$ cat src/rtl/port_egress.sv
// port_egress: one egress leg of a 4-port switch fabric.
// Packets whose target mask includes this port (and are not ERR class) are
// stored in a first-word-fall-through queue and presented to the endpoint.
// All other consumed packets are counted as drops. A small FSM tracks the
// transmit handshake and flags an endpoint that stalls for too long.
//
// Handshake: a transfer happens on a rising edge where valid & ready are both
// high; valid never waits on ready, and a source holding valid keeps its
// payload stable until the transfer. in_ready depends only on registered
// occupancy, never combinationally on out_ready.
module port_egress #(
    parameter int PORT_ID   = 0,
    parameter int DEPTH     = 8,
    parameter int STALL_MAX = 15
) (
    input  logic        clk,
    input  logic        rst_n,
    input  logic        in_valid,
    output logic        in_ready,
    input  logic [15:0] in_pkt,
    output logic        out_valid,
    input  logic        out_ready,
    output logic [15:0] out_pkt,
    output logic [1:0]  out_type,
    output logic [1:0]  tx_state,
    output logic [3:0]  count,
    output logic [7:0]  drop_cnt,
    output logic        stall_err
);

    localparam int AW = (DEPTH > 1) ? $clog2(DEPTH) : 1;
    localparam logic [3:0] FULL_CNT = 4'(DEPTH);

    // Packet classes derived from target-mask popcount
    localparam logic [1:0] CLS_ERR = 2'b00;
    localparam logic [1:0] CLS_SDP = 2'b01;
    localparam logic [1:0] CLS_MDP = 2'b10;
    localparam logic [1:0] CLS_BDP = 2'b11;

    typedef enum logic [1:0] {
        IDLE     = 2'b00,
        ROUTE    = 2'b01,
        ARB_WAIT = 2'b10,
        TRANSMIT = 2'b11
    } tx_state_t;

    tx_state_t      state;
    logic [15:0]    mem [DEPTH];
    logic [AW-1:0]  wr_ptr;
    logic [AW-1:0]  rd_ptr;
    logic [3:0]     count_q;
    logic [3:0]     count_next;
    logic [3:0]     stall_cnt;
    logic [7:0]     drop_q;
    logic           stall_q;
    logic           accept;
    logic           keep;
    logic           push;
    logic           pop;
    logic           discard;
    logic [1:0]     in_class;

    // Popcount of the 4-bit target mask mapped onto the packet class
    function automatic logic [1:0] classify(input logic [3:0] t);
        logic [2:0] n;
        n = {2'b00, t[0]} + {2'b00, t[1]} + {2'b00, t[2]} + {2'b00, t[3]};
        case (n)
            3'd0:       classify = CLS_ERR;
            3'd1:       classify = CLS_SDP;
            3'd2, 3'd3: classify = CLS_MDP;
            default:    classify = CLS_BDP;
        endcase
    endfunction

    // Input filtering and queue handshake decode
    always_comb begin
        in_ready   = (count_q != FULL_CNT);
        out_valid  = (count_q != 4'd0);
        in_class   = classify(in_pkt[11:8]);
        accept     = in_valid & in_ready;
        keep       = in_pkt[8 + PORT_ID] & (in_class != CLS_ERR);
        push       = accept & keep;
        discard    = accept & ~keep;
        pop        = out_valid & out_ready;
        count_next = count_q;
        case ({push, pop})
            2'b10:   count_next = count_q + 4'd1;
            2'b01:   count_next = count_q - 4'd1;
            default: count_next = count_q;
        endcase
    end

    // Head entry is shown directly; zero when the queue is empty
    always_comb begin
        out_pkt  = out_valid ? mem[rd_ptr] : 16'h0000;
        out_type = classify(out_pkt[11:8]);
        tx_state = state;
        count    = count_q;
        drop_cnt = drop_q;
        stall_err = stall_q;
    end

    // Storage array: data only, occupancy is tracked separately
    always_ff @(posedge clk) begin
        if (push) begin
            mem[wr_ptr] <= in_pkt;
        end
    end

    // Pointers and occupancy; pointers wrap naturally at power-of-two DEPTH
    always_ff @(posedge clk or negedge rst_n) begin
        if (!rst_n) begin
            wr_ptr  <= '0;
            rd_ptr  <= '0;
            count_q <= 4'd0;
        end else begin
            if (push) begin
                wr_ptr <= wr_ptr + AW'(1);
            end
            if (pop) begin
                rd_ptr <= rd_ptr + AW'(1);
            end
            count_q <= count_next;
        end
    end

    // Saturating count of packets consumed but not stored
    always_ff @(posedge clk or negedge rst_n) begin
        if (!rst_n) begin
            drop_q <= 8'd0;
        end else if (discard && drop_q != 8'hFF) begin
            drop_q <= drop_q + 8'd1;
        end
    end

    // Transmit FSM: next state from next occupancy and current out_ready
    always_ff @(posedge clk or negedge rst_n) begin
        if (!rst_n) begin
            state <= IDLE;
        end else begin
            case (state)
                IDLE: begin
                    state <= (count_next != 4'd0) ? TRANSMIT : IDLE;
                end
                TRANSMIT: begin
                    if (!out_ready) begin
                        state <= ARB_WAIT;
                    end else if (count_next == 4'd0) begin
                        state <= IDLE;
                    end else begin
                        state <= TRANSMIT;
                    end
                end
                ARB_WAIT: begin
                    if (out_ready) begin
                        state <= (count_next != 4'd0) ? TRANSMIT : IDLE;
                    end
                end
                default: begin
                    state <= IDLE;
                end
            endcase
        end
    end

    // Stall watchdog: counts stalled ARB_WAIT cycles, error is sticky
    always_ff @(posedge clk or negedge rst_n) begin
        if (!rst_n) begin
            stall_cnt <= 4'd0;
            stall_q   <= 1'b0;
        end else begin
            if (pop) begin
                stall_cnt <= 4'd0;
            end else if (state == ARB_WAIT && !out_ready) begin
                if (stall_cnt != 4'hF) begin
                    stall_cnt <= stall_cnt + 4'd1;
                end
                if (int'(stall_cnt) + 1 >= STALL_MAX) begin
                    stall_q <= 1'b1;
                end
            end
        end
    end

endmodule
$ cat config.mk
export PLATFORM = sky130hd
export DESIGN_NAME = port_egress
export DESIGN_NICKNAME = d
export VERILOG_FILES = /design/src/rtl/port_egress.sv
export SDC_FILE = /design/constraint.sdc
export NUM_CORES = 1
export LEC_CHECK = 0
export ABC_AREA = 0
export BUFFER_PORTS_ARGS = -buffer_cell sky130_fd_sc_hd__clkbuf_2
export CAP_MARGIN = 20
export CELL_PAD_IN_SITES_DETAIL_PLACEMENT = 0
export CELL_PAD_IN_SITES_GLOBAL_PLACEMENT = 1
export CORE_UTILIZATION = 51
export DETAILED_ROUTE_END_ITERATION = 6
export GPL_ROUTABILITY_DRIVEN = 0
export PLACE_DENSITY_LB_ADDON = 0.25
export SYNTH_ARGS = -nofsm -noshare
export SYNTH_HDL_FRONTEND = slang
export SYNTH_SLANG_ARGS = --single-unit
$ cat constraint.sdc
create_clock -name clk -period 4.2 [get_ports clk]
set_input_delay 0.42 -clock clk [delete_from_list [all_inputs] [get_ports clk]]
set_output_delay 0.42 -clock clk [all_outputs]
set_load 0.01 [all_outputs]
; Word-level counts from Yosys, hierarchy flattened
; Memories as Yosys holds them, arrays and structs flattened.
; Cells that the tools add are included.
[word_totals]
register_bits = 25
ram_bits = 128
input_bits = 20
output_inout_bits = 35
wordCells = 73
n_memories = 1
[memory_table]
columns = memory, depth, width, read_ports, rd_ports_with_merged_regs, wr, line_no
row1 = mem, 8, 16, 1, 0, 1, 48  ; logic [15:0] mem [DEPTH];
[op_classes]
addsub = 13
n_lt_le_gt_ge = 1
n_eq_ne = 14
n_mux = 14
bitwise_logic = 7
reduce_logical = 16
[ops]
columns = op, count
row1 = 2-bit one-hot mux with 3 select lines, 3
row2 = 16-bit two-way mux, 1
row3 = "3-bit by 2-bit equality test with 1-bit output, second input constant", 4
row4 = 4-bit two-way mux, 3
row5 = "4-bit by 1-bit adder with 4-bit output, second input constant", 2
row6 = "8-bit by 1-bit adder with 8-bit output, second input constant", 1
row7 = 2-bit two-way mux, 4
row8 = "4-bit != test, second input constant", 2
row9 = "8-bit != test, second input constant", 1
row10 = 4-bit one-hot mux with 2 select lines, 1
row11 = 4-bit nonzero test, 2
row12 = 2-bit by 1-bit adder with 3-bit output, 2
row13 = 3-bit by 1-bit adder with 3-bit output, 2
row14 = "3-bit by 1-bit adder with 3-bit output, second input constant", 2
row15 = "2-bit equality test, second input constant", 3
row16 = "3-bit by 1-bit equality test with 1-bit output, second input constant", 2
row17 = 3-bit zero test, 2
row18 = 2-bit nonzero test, 3
row19 = "4-bit by 1-bit adder with 5-bit output, second input constant", 1
row20 = 1-bit AND, 5
row21 = "5-bit by 4-bit >= comparator with 1-bit output, second input constant", 1
row22 = 1-bit by 1-bit adder with 2-bit output, 2
row23 = 4-bit zero test, 1
row24 = 2-bit OR reduction, 2
row25 = other kinds (10), 13

; Logic depth before layout (Yosys ltp)
; Gate-level depths: netlist of the first run.
[logic_depth]
ltp_word = 15
depth_mapped = 14
mapped_depth_nobuf = 14

; Worst setup path before layout of the first run
; No wires, ideal clock.
[synth_timing]
kind = input -> register
start = input port in_pkt[8]
end = register state[1], in the netlist tx_state[1]
setup_ns = 0.128
arrival_time_ns = 3.428
t_required_ns = 4.072
setup_slack_ns = 0.645
stages = 12
n_path_buf = 0
path_cell_list = fa_1 ha_1 ha_1 o31ai_1 nor2_1 inv_1 ha_1 or3b_4 a211o_1 a222oi_1 and4_1 o22ai_1
[synth_via]
elab_chain_cells = 15
elab_cells_between_ends = 22
cone_classes = add/sub (3) / eq/ne (5) / mux (7) / bitwise (2) / reduce/logical (5)
[synth_lines]
columns = item, line_no
row1 = start: declaration, 20  ; input logic [15:0] in_pkt,
row2 = 1-bit by 1-bit adder with 2-bit output, 66  ; n = {2'b00, t[0]} + {2'b00, t[1]} + {2'b00, t[2]} + {2'b00, t[3]};
row3 = 2-bit by 1-bit adder with 3-bit output, 66
row4 = 3-bit by 1-bit adder with 3-bit output, 66
row5 = 3-bit by 2-bit equality test with 1-bit output, 67  ; case (n)
row6 = 2-bit OR reduction, 67
row7 = 2-bit one-hot mux with 3 select lines, 67
row8 = 2-bit nonzero test, 81  ; keep = in_pkt[8 + PORT_ID] & (in_class != CLS_ERR);
row9 = 1-bit AND (*), 81
row10 = 1-bit AND (*), 82  ; push = accept & keep;
row11 = 2-bit by 1-bit equality test with 1-bit output / 2-bit equality test (equally long branches), 86  ; case ({push, pop})
row12 = 4-bit one-hot mux with 2 select lines (*), 86
row13 = 4-bit nonzero test / 4-bit zero test (equally long branches), "143, 156, 148"
row14 = "2-bit two-way mux, on equally long branches", "143, 156, 148"
row15 = "2-bit two-way mux, on equally long branches", "155, 146"
row16 = 2-bit one-hot mux with 3 select lines (*), 141  ; case (state)
row17 = end signal: assignment, 143  ; state <= (count_next != 4'd0) ? TRANSMIT : IDLE;
row18 = end signal: assignment, 156  ; state <= (count_next != 4'd0) ? TRANSMIT : IDLE;
row19 = end: declaration, 47  ; tx_state_t state;
; Mark *: on every way between the ends. The rest lies on a longest branch, timed or not. The select of a mux whose other input is x is not followed.
; A chain may end at the register's enable or synchronous reset.

; Worst setup path in the final report of the first run
; Ends and elaborated chain as after synthesis.

==> results list, run 1 <==
* Result of the run: finished clean
- Vertical extent of the die: 113.6 um
* R2R Path End: tx_state[1]
- Clock latency on the worst-skew pair: 0.41 ns
- Of the cells placed in the final design, the portion with a size suffix greater than 1 is 0.3041.
- The worst register-to-register path has a setup slack of 0.80 ns.
* CP endpoint kind: register
* Combined area of all synthesized cells: 0.006352 mm2
- In the final design database the tool counted 465 nets.
* Clock tree from TritonCTS: built
- WP data arrival: 3.92 ns
* Number of antenna violations at the first check in global routing: 0
* I/O pin cnt: 55
* Antenna viol nets, final: 0
* WL/cell: 18.40 um
- Final hold violations: 0
* Antenna diode count: 0
* Yosys reg bits: 153
- Row generation in the floorplan step produced 40 rows.
- Crit start category: input port
- Derived from the worst setup path, the maximum achievable clock frequency is 275.4 MHz.
- The detailed router finished its first iteration with 187 violations.
- EDFF count, synth: 128
* Final Cycle Share: 0.8646
- Gr ovfl total: 0
* Deepest clock path buffer count: 2
- Ys flop type: edfxtp_1
- Pwr/cell area: 697.4 mW/mm2
- The number of global-route vias before repair is 3,317.
- In this run the worst path has a maximum fanout of 10.
- Lkg Pwr: 2.750 nW
* Ys async rst share: 0.1634
- The number of nets handed over by synthesis was 393.
- Count of synthesis-stage warnings from yosys: 0
- Count of buffers from port buffering: 54
* Max-Slew Margin vs Limit: 0.4195
- At the worst endpoint, the required time is 4.49 ns.
* Startpoint of the most critical register-to-register path: count[0]
* Number of remaining DRC errors: 0
- Max-cap violations: 0
- Total routing usage reported by global routing: 0.1925
* Num CTS Buffers: 17
* Setup violation total in the final timing report: 0
- Wires add up to 11,260 um.
* Gates resized, CTS repair: 0
- For the pin with the worst max-slew slack, the measured transition is 0.8661 ns.
* Vias after detailed routing: 3,336
* Minimum period implied by the final worst setup slack: 3.631 ns
* Sequential cell area fraction in the yosys report: 0.7036
- The first detailed-routing pass ran for 4 iterations.
- Using the TritonRoute via totals, the vias-per-cell ratio works out to 5.451.
- Clock-pin slew was measured on the worst setup and hold paths at 0.06 ns.
- The cell sitting at the root of the clock tree is a clkbuf_16.
- For this configuration, the core starts out at a cell density of 0.5267.
* First-pass GRT wire length: 17,860 um
- Across all hold checks on the routed design, the worst slack comes to 0.02802 ns.
* Estimated wirelength of the detail-placed design: 7095 um
* Total negative setup slack: 0 ns
- RSZ-0062 raised after global routing: false
- Number of instances in the synthesized netlist: 359
- Fill cells in the final layout number 894.
- Clock skew on the completed layout was measured at 0.007070 ns.
- CTS H-tree depth: 4
- In this run, post-CTS hold repair placed 0 buffers.
- Growth of design area from synthesis to finish: 17.35%
- The die covers 0.01291 mm2.
- Entering global routing, the biggest net connects 29 pins.
* Worst hold path class: in2async
- Yosys cell types: 46
* TritonCTS Sinks: 153
- The die is 113.6 um wide.
* Number of buffers inserted by post-CTS setup repair: 0
- The final-report max-slew violation count was 0.
- Critical path class: in2reg
* Core area: 0.01206 mm2
- Worst Reg-to-Reg Cells: 10
- Post-Synthesis Mean Instance Area: 17.69 um2
* Maximum vdd ir drop: 0.3397 mV
-- registers in the layout, summed over array words and instances (netlist names) --
name,flops
stall_err,1
wr_ptr,3
rd_ptr,3
drop_cnt,8
count,4
stall_cnt,4
mem,128
tx_state,2
-- cells in the final DEF, fill, tap and decap left out, types with 6 or more instances in the layout --
| master | netlist | routed |
|---|---|---|
| o21ai_0 | 7 | 7 |
| clkbuf_2 | 0 | 54 |
| nand2_1 | 20 | 20 |
| ha_1 | 12 | 12 |
| edfxtp_1 | 128 | 128 |
| xnor2_1 | 10 | 10 |
| clkbuf_16 | 0 | 17 |
| clkbuf_1 | 8 | 6 |
| buf_4 | 1 | 13 |
| inv_1 | 9 | 9 |
| mux4_2 | 32 | 32 |
| dfrtp_1 | 25 | 24 |
| mux2i_1 | 18 | 18 |
| nor2_1 | 29 | 29 |
-- stage by stage --
step / instance area (um2) / utilization / cells / setup slack, ns / total power, mW
after global placement: 6883 / 0.5706 / 580 / 0.2349 / 3.747
after floorplan: 6352 / - / 359 / 0.6446 / 3.226
after detailed placement: 6883 / 0.5706 / 580 / 0.1808 / 3.787
after global routing: 7455 / 0.6181 / 612 / 0.4090 / 5.506
final: 7455 / 0.6181 / 612 / 0.5686 / 5.199
after CTS: 7455 / 0.6181 / 612 / 0.5654 / 5.259
-- cells by family (layout without fill, tap and decap cells) --
group                      count (synthesis)  after routing  synth area share
AOI/OAI and AO/OA                         23             23           0.02344
buffers and inverters                     23            108           0.01595
DFF                                      153            153            0.7036
and+or+nand+nor                           81             81           0.06382
xor gates and xnor gates                  13             13           0.01792
muxes                                     52             52            0.1454
adders and majority gates                 14             14           0.02994
-- Yosys cell counts (all sizes together) (6+ instances only) --
cell type  number  area (um2)
edfxtp        128        3844
mux4           32       720.7
nor2           29       108.9
dfrtp          25       625.6
nand2          20       75.07
mux2i          18       180.2
ha             12       150.1
xnor2          10       87.58
inv             9       33.78
clkbuf          8       30.03
o21ai           7       35.03
buf             6       37.53
-- report_power, final --
| part | switching, mW | internal, mW |
|---|---|---|
| combinational | 0.872 | 0.827 |
| clock | 0.547 | 0.928 |
| sequential | 0.196 | 1.83 |
| total | 1.61 | 3.58 |
-- layout make-up --
type	count	area [um2]	share of cell area
Tap cell	168	210.2	0.02820
Clock inverter	9	123.9	0.01662
Multi-Input combinational cell	183	1800	0.2415
Inverter	9	33.78	0.004532
Timing Repair Buffer	67	367.9	0.04935
Clock buffer	23	447.9	0.06009
Sequential cell	153	4471	0.5997
-- worst max path at each step --
stage / startpoint / to / slack, ns / cells past startpoint
finish: in_pkt[8] / tx_state[1] / 0.57 / 13
global route: in_pkt[8] / tx_state[1] / 0.41 / 13
CTS: rd_ptr[0] / out_type[1] / 0.57 / 8
detailed placement: in_pkt[8] / tx_state[1] / 0.18 / 13
global placement: in_pkt[8] / tx_state[1] / 0.23 / 13
floorplan: in_pkt[8] / tx_state[1] / 0.64 / 12
-- metal layers --
| layer | share of wire | vias to the layer above | track usage |
|---|---|---|---|
| met5 | 0 | - | 0 |
| met4 | 0.015 | 0 | 0.08158 |
| met3 | 0.048 | 16 | 0.04357 |
| met2 | 0.52 | 78 | 0.3211 |
| met1 | 0.42 | 1698 | 0.2448 |
| li1 | - | 1544 | - |
-- worst max-delay path, cell delays in order --
cell and delay [ns]:
clkbuf_2 0.18, fa_1 0.50, ha_1 0.20, ha_1 0.27, o31ai_1 0.40, nor2_1 0.15, inv_1 0.15, ha_1 0.19
or3b_4 0.38, a211o_1 0.30, a222oi_1 0.44, and3_1 0.26, o22ai_1 0.08
Note: power is estimated with default switching activity, not from simulation.
==> run 2: changes to the inputs <==
--- a/config.mk
+++ b/config.mk
@@ -8,9 +8,8 @@
 export ABC_AREA = 0
 export BUFFER_PORTS_ARGS = -buffer_cell sky130_fd_sc_hd__clkbuf_2
 export CAP_MARGIN = 20
-export CELL_PAD_IN_SITES_DETAIL_PLACEMENT = 0
-export CELL_PAD_IN_SITES_GLOBAL_PLACEMENT = 1
-export CORE_UTILIZATION = 51
+export CORE_MARGIN = 3
+export CORE_UTILIZATION = 55
 export DETAILED_ROUTE_END_ITERATION = 6
 export GPL_ROUTABILITY_DRIVEN = 0
 export PLACE_DENSITY_LB_ADDON = 0.25
==> run 2 against run 1 <==
Final cell count is 4.4% lower. Critical path depth is 5 lower. Sequential share of layout area is 0.52 points lower. Global-route usage is 0.40 points higher. Flip-flop and latch count stayed put. Worst setup slack worse by 0.015 ns. Via count is 0.57% higher. Maximum frequency is 0.40% lower. Non-clock buffer count is 2 higher. Clock skew is 0.00059 ns higher. Sequential power is 2% higher. Design area is 0.87% higher. Critical endpoint is now out_type[1]. Largest cell class unchanged. Highest routed layer unchanged.
==> results list, run 2 (same netlist as run 1, synthesis figures left out) <==
- The total of hold buffers inserted after clock tree synthesis was 0 (unchanged).
* Worst-margin pin slew: 0.8071 ns (-0.05898 ns)
- Max-Slew Margin vs Limit: 0.4590 (+0.03954)
- The post-route antenna net violation count came to 0 (unchanged).
- The placeable core region is 0.01108 mm2 (-8.2%).
- Initial Util: 0.5734 (+0.04675)
- CP endpoint kind: primary output
* Clock latency on the worst-skew pair: 0.41 ns (about the same)
- Vias after detailed routing: 3,355 (+0.57%)
- The number of rows created at floorplan was 38 (-5.0%).
- The share of final-layout standard cells stronger than drive strength 1 came to 0.3146 (+0.01055).
- Setup violation total in the final timing report: 0 (unchanged)
- Deepest clock path buffer count: 2 (unchanged)
* Routing layer with the top usage in global route: met2
- Setup slack, reg-to-reg: 0.72 ns (-0.08 ns)
- Worst Reg-to-Reg Cells: 10 (unchanged)
- The number of levels the H-tree was split into is 4 (unchanged).
* Number of remaining DRC errors: 0 (unchanged)
- Critical Path Source: rd_ptr[0]
* Total Wirelength: 11,690 um (+3.8%)
* Floorplan die area: 0.01288 mm2 (-0.24%)
- First-pass GRT wire length: 18,870 um (+5.6%)
- The share of the cycle needed by the critical path after routing is 0.8681 (+0.003504).
* Clock tree from TritonCTS: built
- The number of flip-flops under the largest register name is 128 (unchanged).
* Startpoint of the most critical register-to-register path: count[0]
- The clock slew at the register clock pins of the worst setup and hold paths is 0.06 ns (about the same).
* Placed Cells incl. Taps: 554 (-4.5%)
- The global-route congestion overflow total came to 0 (unchanged).
* Fin. max-slew vios: 0 (unchanged)
* Commonest cells after routing, fill and taps aside: edfxtp_1, clkbuf_2, mux4_2
- The number of antenna violations at the first check in global routing was 0 (unchanged).
- WP data arrival: 3.23 ns (-0.69 ns)
- The biggest fanout along the worst timing path was 22 (+12).
* Final setup skew: 0.007663 ns (+0.0005932 ns)
* Maximum vdd ir drop: 0.8099 mV (+140%)
- Compared with the post-synthesis result, the final layout area differs by 18.38%.
* Die X: 113.5 um (-0.12%)
- The most critical setup path has its endpoint at out_type[1].
* F_max: 274.3 MHz (-0.40%)
* Number of cells in the finished layout apart from fillers: 585 (-4.4%)
- Pin count of the biggest net entering global routing: 26 (-10%)
- Register with the highest flop count: mem
* Final hold violations: 0 (unchanged)
- The number of diodes came to 0 (unchanged).
- TritonCTS Sinks: 153 (unchanged)
- The total setup buffers inserted after CTS is 0 (unchanged).
- The power density normalized to cell area is 707.6 mW/mm2 (+1.5%).
- The data required time at the worst endpoint is 3.78 ns (-0.71 ns).
- Worst hold path class: in2async
* Clock root cell: clkbuf_16
- In this run the critical register-to-register path is captured at tx_state[1].
- Met1 track demand over resource in global routing: 0.2668 (+0.02192)
* I/O pin cnt: 55 (unchanged)
- Num CTS Buffers: 17 (unchanged)
* Number of nets in the layout: 467 (+0.43%)
- The count of routing violations after the opening detailed-route iteration came to 265 (+42%).
- The detailed-router iteration count before antenna repair was 4 (unchanged).
- Critical path class: reg2out
* Lkg Pwr: 2.786 nW (+1.3%)
- The number of global-route vias before repair is 3,426 (+3.3%).
- Estimated wirelength of the detail-placed design: 7162 um (+0.95%)
- Setup repair after global routing left no endpoint under its margin.
- Count of buffers from port buffering: 54 (unchanged)
- The wire length per cell is 19.99 um (+8.6%).
* Post-detailed-route via-to-cell ratio: 5.735 (+5.2%)
- Result of the run: finished clean
* Met2 capacity usage during global routing: 0.3180 (-0.003117)
- The summed negative setup slack over all endpoints is 0 ns (unchanged).
- The clock period minus worst slack came to 3.646 ns (+0.01472 ns).
- The library cell used most frequently in the layout, excluding fill and tap cells, is edfxtp_1.
- Crit start category: register
* Max-cap violations: 0 (unchanged)
* Gates resized, CTS repair: 0 (unchanged)
- The met3 usage came to 0.03767 (-0.005905).
* Total routing usage reported by global routing: 0.1965 (+0.004003)
- Vertical extent of the die: 113.5 um (-0.12%)
run 2: cell count changes in the layout (fill, tap and decap cells not counted):
cell,previous run,this run
buf_12,0,4
buf_4,13,11
clkinv_4,0,1
clkinvlp_4,2,3
clkinv_1,1,2
clkinv_2,3,2
clkbuf_1,6,1
bufinv_16,3,4
inv_6,0,1
run 2: through the flow:
stage | utilization | power, mW | cell area, um2 | setup WS (ns) | hold slack (ns)
floorplan | - | 3.226 | 6352 | 0.6446 | 0.1244
global placement | 0.6240 | 3.753 | 6913 | 0.2518 | 0.4604
detailed placement | 0.6240 | 3.807 | 6913 | 0.1532 | 0.4663
CTS | 0.6788 | 5.377 | 7520 | 0.4820 | 0.04053
global route | 0.6788 | 5.642 | 7520 | 0.2756 | 0.05875
finish | 0.6788 | 5.321 | 7520 | 0.5539 | 0.01957
run 2: layout make-up:
type / count / area, um2
inverters: 9 / 33.78
fillers: 708 / 3558
clock inverters: 13 / 177.7
flip-flops and latches: 153 / 4471
clock buffers: 18 / 429.2
repair buffers: 69 / 432.9
well taps: 140 / 175.2
multi-input cells: 183 / 1800
run 2: how the worst min path moves through the flow:
| stage | startpoint | end | cells past startpoint |
|---|---|---|---|
| after floorplan | rst_n | count[0] | 0 |
| after global placement | rst_n | count[0] | 1 |
| after detailed placement | rst_n | count[0] | 1 |
| after CTS | rst_n | count[0] | 1 |
| after global routing | rst_n | count[0] | 1 |
| final | rst_n | count[0] | 1 |
run 2: per-layer routing:
metal  vias to the layer above  routed length, um  part of all wire
met5                         -                  0                 0
met4                         0                200             0.017
met3                        13                473             0.040
met2                        78               5894              0.50
met1                      1712               5124              0.44
li1                       1552                  -                 -
run 2: worst max-delay path, cell delays in order, from the launching register on:
cell and delay (ns):
dfrtp_2 0.63, buf_4 0.48, mux4_2 0.56, mux2i_1 0.16, nor2_1 0.10, ha_1 0.21
ha_1 0.28, or2_2 0.27, clkbuf_2 0.13
run 2: power by group:
part | internal [mW] | switching (mW) | total (mW)
clock | 0.987 | 0.577 | 1.56
combinational | 0.841 | 0.855 | 1.70
sequential | 1.83 | 0.234 | 2.06
total | 3.66 | 1.67 | 5.32
==> run 3: changes to the inputs <==
--- a/config.mk
+++ b/config.mk
@@ -12,7 +12,7 @@
 export CORE_UTILIZATION = 55
 export DETAILED_ROUTE_END_ITERATION = 6
 export GPL_ROUTABILITY_DRIVEN = 0
-export PLACE_DENSITY_LB_ADDON = 0.25
+export PLACE_DENSITY = 0.74
 export SYNTH_ARGS = -nofsm -noshare
 export SYNTH_HDL_FRONTEND = slang
 export SYNTH_SLANG_ARGS = --single-unit
==> run 3 against run 2 <==
Global-route usage is 0.16 points higher. Wire length is 0.69% higher. Clock skew decreased by 0.0023 ns. Largest cell class unchanged. Largest power group unchanged.
==> results list, run 3 (same netlist as run 1, synthesis figures left out) <==
* WP data arrival: 3.44 ns (+0.21 ns)
- Clk pwr share: 0.290 (-0.004)
* Number of remaining DRC errors: 0 (unchanged)
- The slack of the critical path came to 0.3376 ns (-0.2163 ns).
- Number of antenna violations at the first check in global routing: 0 (unchanged)
* Placed Cells incl. Taps: 553 (-0.18%)
- The final-report max-slew violation count is 0 (unchanged).
- Number of nets in the layout: 466 (-0.21%)
* Antenna viol nets, final: 0 (unchanged)
- The effective utilization at floorplan was 0.5734 (unchanged).
- Worst hold path class: in2async
- The total setup buffers inserted after CTS came to 0 (unchanged).
* Seq pwr share: 0.387 (about the same)
- The global-route usage over all layers is 0.1982 (+0.001632).
* Switching power share of the total: 0.3201 (+0.006997)
* Count of buffers from port buffering: 54 (unchanged)
* Estimated wirelength of the detail-placed design: 7290 um (+1.8%)
- The aggregate routed wire length came to 11,770 um (+0.69%).
- Total negative setup slack: 0 ns (unchanged)
- Worst-margin pin slew: 0.6679 ns (-0.1392 ns)
- The number of clock sinks seen by CTS is 153 (unchanged).
- Setup violation total in the final timing report: 0 (unchanged)
- The root buffer cell chosen for the clock tree is clkbuf_16.
- First-pass GRT wire length: 18,990 um (+0.62%)
* Post-detailed-route via-to-cell ratio: 5.740 (about the same)
- Share of final-layout standard cells stronger than drive strength 1: 0.3191 (+0.004494)
- Cell row count: 38 (unchanged)
- R2R Path End: tx_state[1]
- Gates resized, CTS repair: 0 (unchanged)
- Die X: 113.5 um (unchanged)
- The number of hold violations in the final report came to 0 (unchanged).
- The flow ran to the end, and the final reports show no timing, DRC or antenna violations.
- The share of the cycle needed by the critical path after routing was 0.9196 (+0.05151).
- Antenna diode count: 0 (unchanged)
* WL/cell: 20.13 um (+0.69%)
* Leading cell type in the layout, fill and taps excluded: edfxtp_1
* Number of filler cells placed in the layout: 714 (+0.85%)
- The number of levels the H-tree was split into is 4 (unchanged).
- The number of vias after detailed routing came to 3,358 (+0.089%).
* Startpoint of the most critical register-to-register path: count[0]
* Flip-flop count of the largest register, all copies and words added: 128 (unchanged)
- Power dissipated by switching net loads: 1.698 mW (+2.0%)
- Number of global-route vias before repair: 3,530 (+3.0%)
- The die footprint was 0.01288 mm2 (unchanged).
- Pwr/cell area: 709.2 mW/mm2 (+0.24%)
* Maximum fanout along the worst path: 17 (-23%)
* Minimum period implied by the final worst setup slack: 3.862 ns (+0.2163 ns)
* Critical Path RT: 3.78 ns (about the same)
- The internal power component came to 3.608 mW (-1.3%).
- Critical path class: reg2out
- Number of cells in the finished layout apart from fillers: 585 (unchanged)
- Setup repair after global routing left no endpoint under its margin.
- mem holds more flip-flops than any other register.
- The clock slew at the register clock pins of the worst setup and hold paths is 0.06 ns (about the same).
* Count of routing violations after the opening detailed-route iteration: 186 (-30%)
- The vertical extent of the die came to 113.5 um (unchanged).
- Relative to the synthesized area, the layout overhead comes to 17.79%.
- Gr ovfl total: 0 (unchanged)
- The number of buffers between clock root and the deepest sink came to 2 (unchanged).
- Maximum vdd ir drop: 0.6440 mV (-20%)
- Final setup skew: 0.005352 ns (-0.002311 ns)
- The leakage power is 2.784 nW (about the same).
* Total length of routed met2 wires: 6096 um (+3.4%)
- The post-route met1 wirelength was 5023 um (-2.0%).
- The count of max-cap constraint violations was 0 (unchanged).
- The total of hold buffers inserted after clock tree synthesis was 0 (unchanged).
* Clock latency on the worst-skew pair: 0.41 ns (about the same)
- Commonest cells after routing, fill and taps aside: edfxtp_1, clkbuf_2, mux4_2
- F_max: 258.9 MHz (-5.6%)
* Pre-CTS setup slack: 0.06573 ns (-0.08748 ns)
- Max-Slew Margin vs Limit: 0.5547 (+0.09574)
- Combinational fraction of design power: 0.323 (+0.004)
* Clock tree from TritonCTS: built
* Met3 Wirelength: 446 um (-5.7%)
- The detailed-router iteration count before antenna repair was 4 (unchanged).
- Crit start category: register
- Setup slack, reg-to-reg: 0.66 ns (-0.06 ns)
* Pin count of the biggest net entering global routing: 26 (unchanged)
- Core area: 0.01108 mm2 (unchanged)
- Num CTS Buffers: 17 (unchanged)
* Fraction of the core area covered by cells at the end of the flow: 0.6754 (-0.003388)
- The I/O pin count was 55 (unchanged).
* CP endpoint kind: primary output
* DR top layer: met4
- The logic depth of the worst register-to-register path came to 10 (unchanged).
## run 3: power groups by stage
| stage | registers [mW] | logic, mW | clock network (mW) |
|---|---|---|---|
| floorplan | 1.98 | 1.24 | 0 |
| global placement | 2.07 | 1.68 | 0 |
| detailed placement | 2.09 | 1.74 | 0 |
| CTS | 2.06 | 1.75 | 1.56 |
| global route | 2.09 | 1.90 | 1.63 |
| finish | 2.05 | 1.71 | 1.54 |
## run 3: worst max path at each step
stage | from | to | slack (ns) | cells past startpoint
after floorplan | in_pkt[8] | tx_state[1] | 0.64 | 12
after global placement | in_pkt[8] | tx_state[1] | 0.18 | 13
after detailed placement | in_pkt[8] | tx_state[1] | 0.07 | 13
after CTS | rd_ptr[0] | out_type[1] | 0.27 | 8
after global routing | rd_ptr[0] | out_type[1] | 0.12 | 8
final | rd_ptr[0] | out_type[1] | 0.34 | 8
## run 3: cell type report
type                    instances  area [um2]  share of cell area
clock buffers                  18       429.2             0.05736
multi-input cells             183        1800              0.2406
clock inverters                14       172.7             0.02308
flip-flops and latches        153        4471              0.5975
well taps                     140       175.2             0.02341
inverters                       9       33.78            0.004515
repair buffers                 68       400.4             0.05351
## run 3: worst max-delay path, cell delays in order, from the launching register on
cell and delay, ns:
dfrtp_2 0.73, mux4_2 0.58, mux2i_1 0.18, nor2_1 0.12, fa_1 0.52, ha_1 0.20
ha_1 0.28, or2_2 0.27, clkbuf_2 0.13
## run 3: stage by stage
stage / area [um2] / total power, mW / hold slack [ns]
2_1_floorplan: 6352 / 3.226 / 0.1244
5_1_grt: 7482 / 5.623 / 0.06971
3_5_place_dp: 6880 / 3.825 / 0.4629
3_3_place_gp: 6880 / 3.749 / 0.4589
4_1_cts: 7482 / 5.368 / 0.04519
6_report: 7482 / 5.307 / 0.02737
## run 3: layer usage
metal	global-route usage	up-vias
met1	0.2639	1729
met5	0	-
met4	0.08093	0
li1	-	1548
met3	0.04668	15
met2	0.3188	66
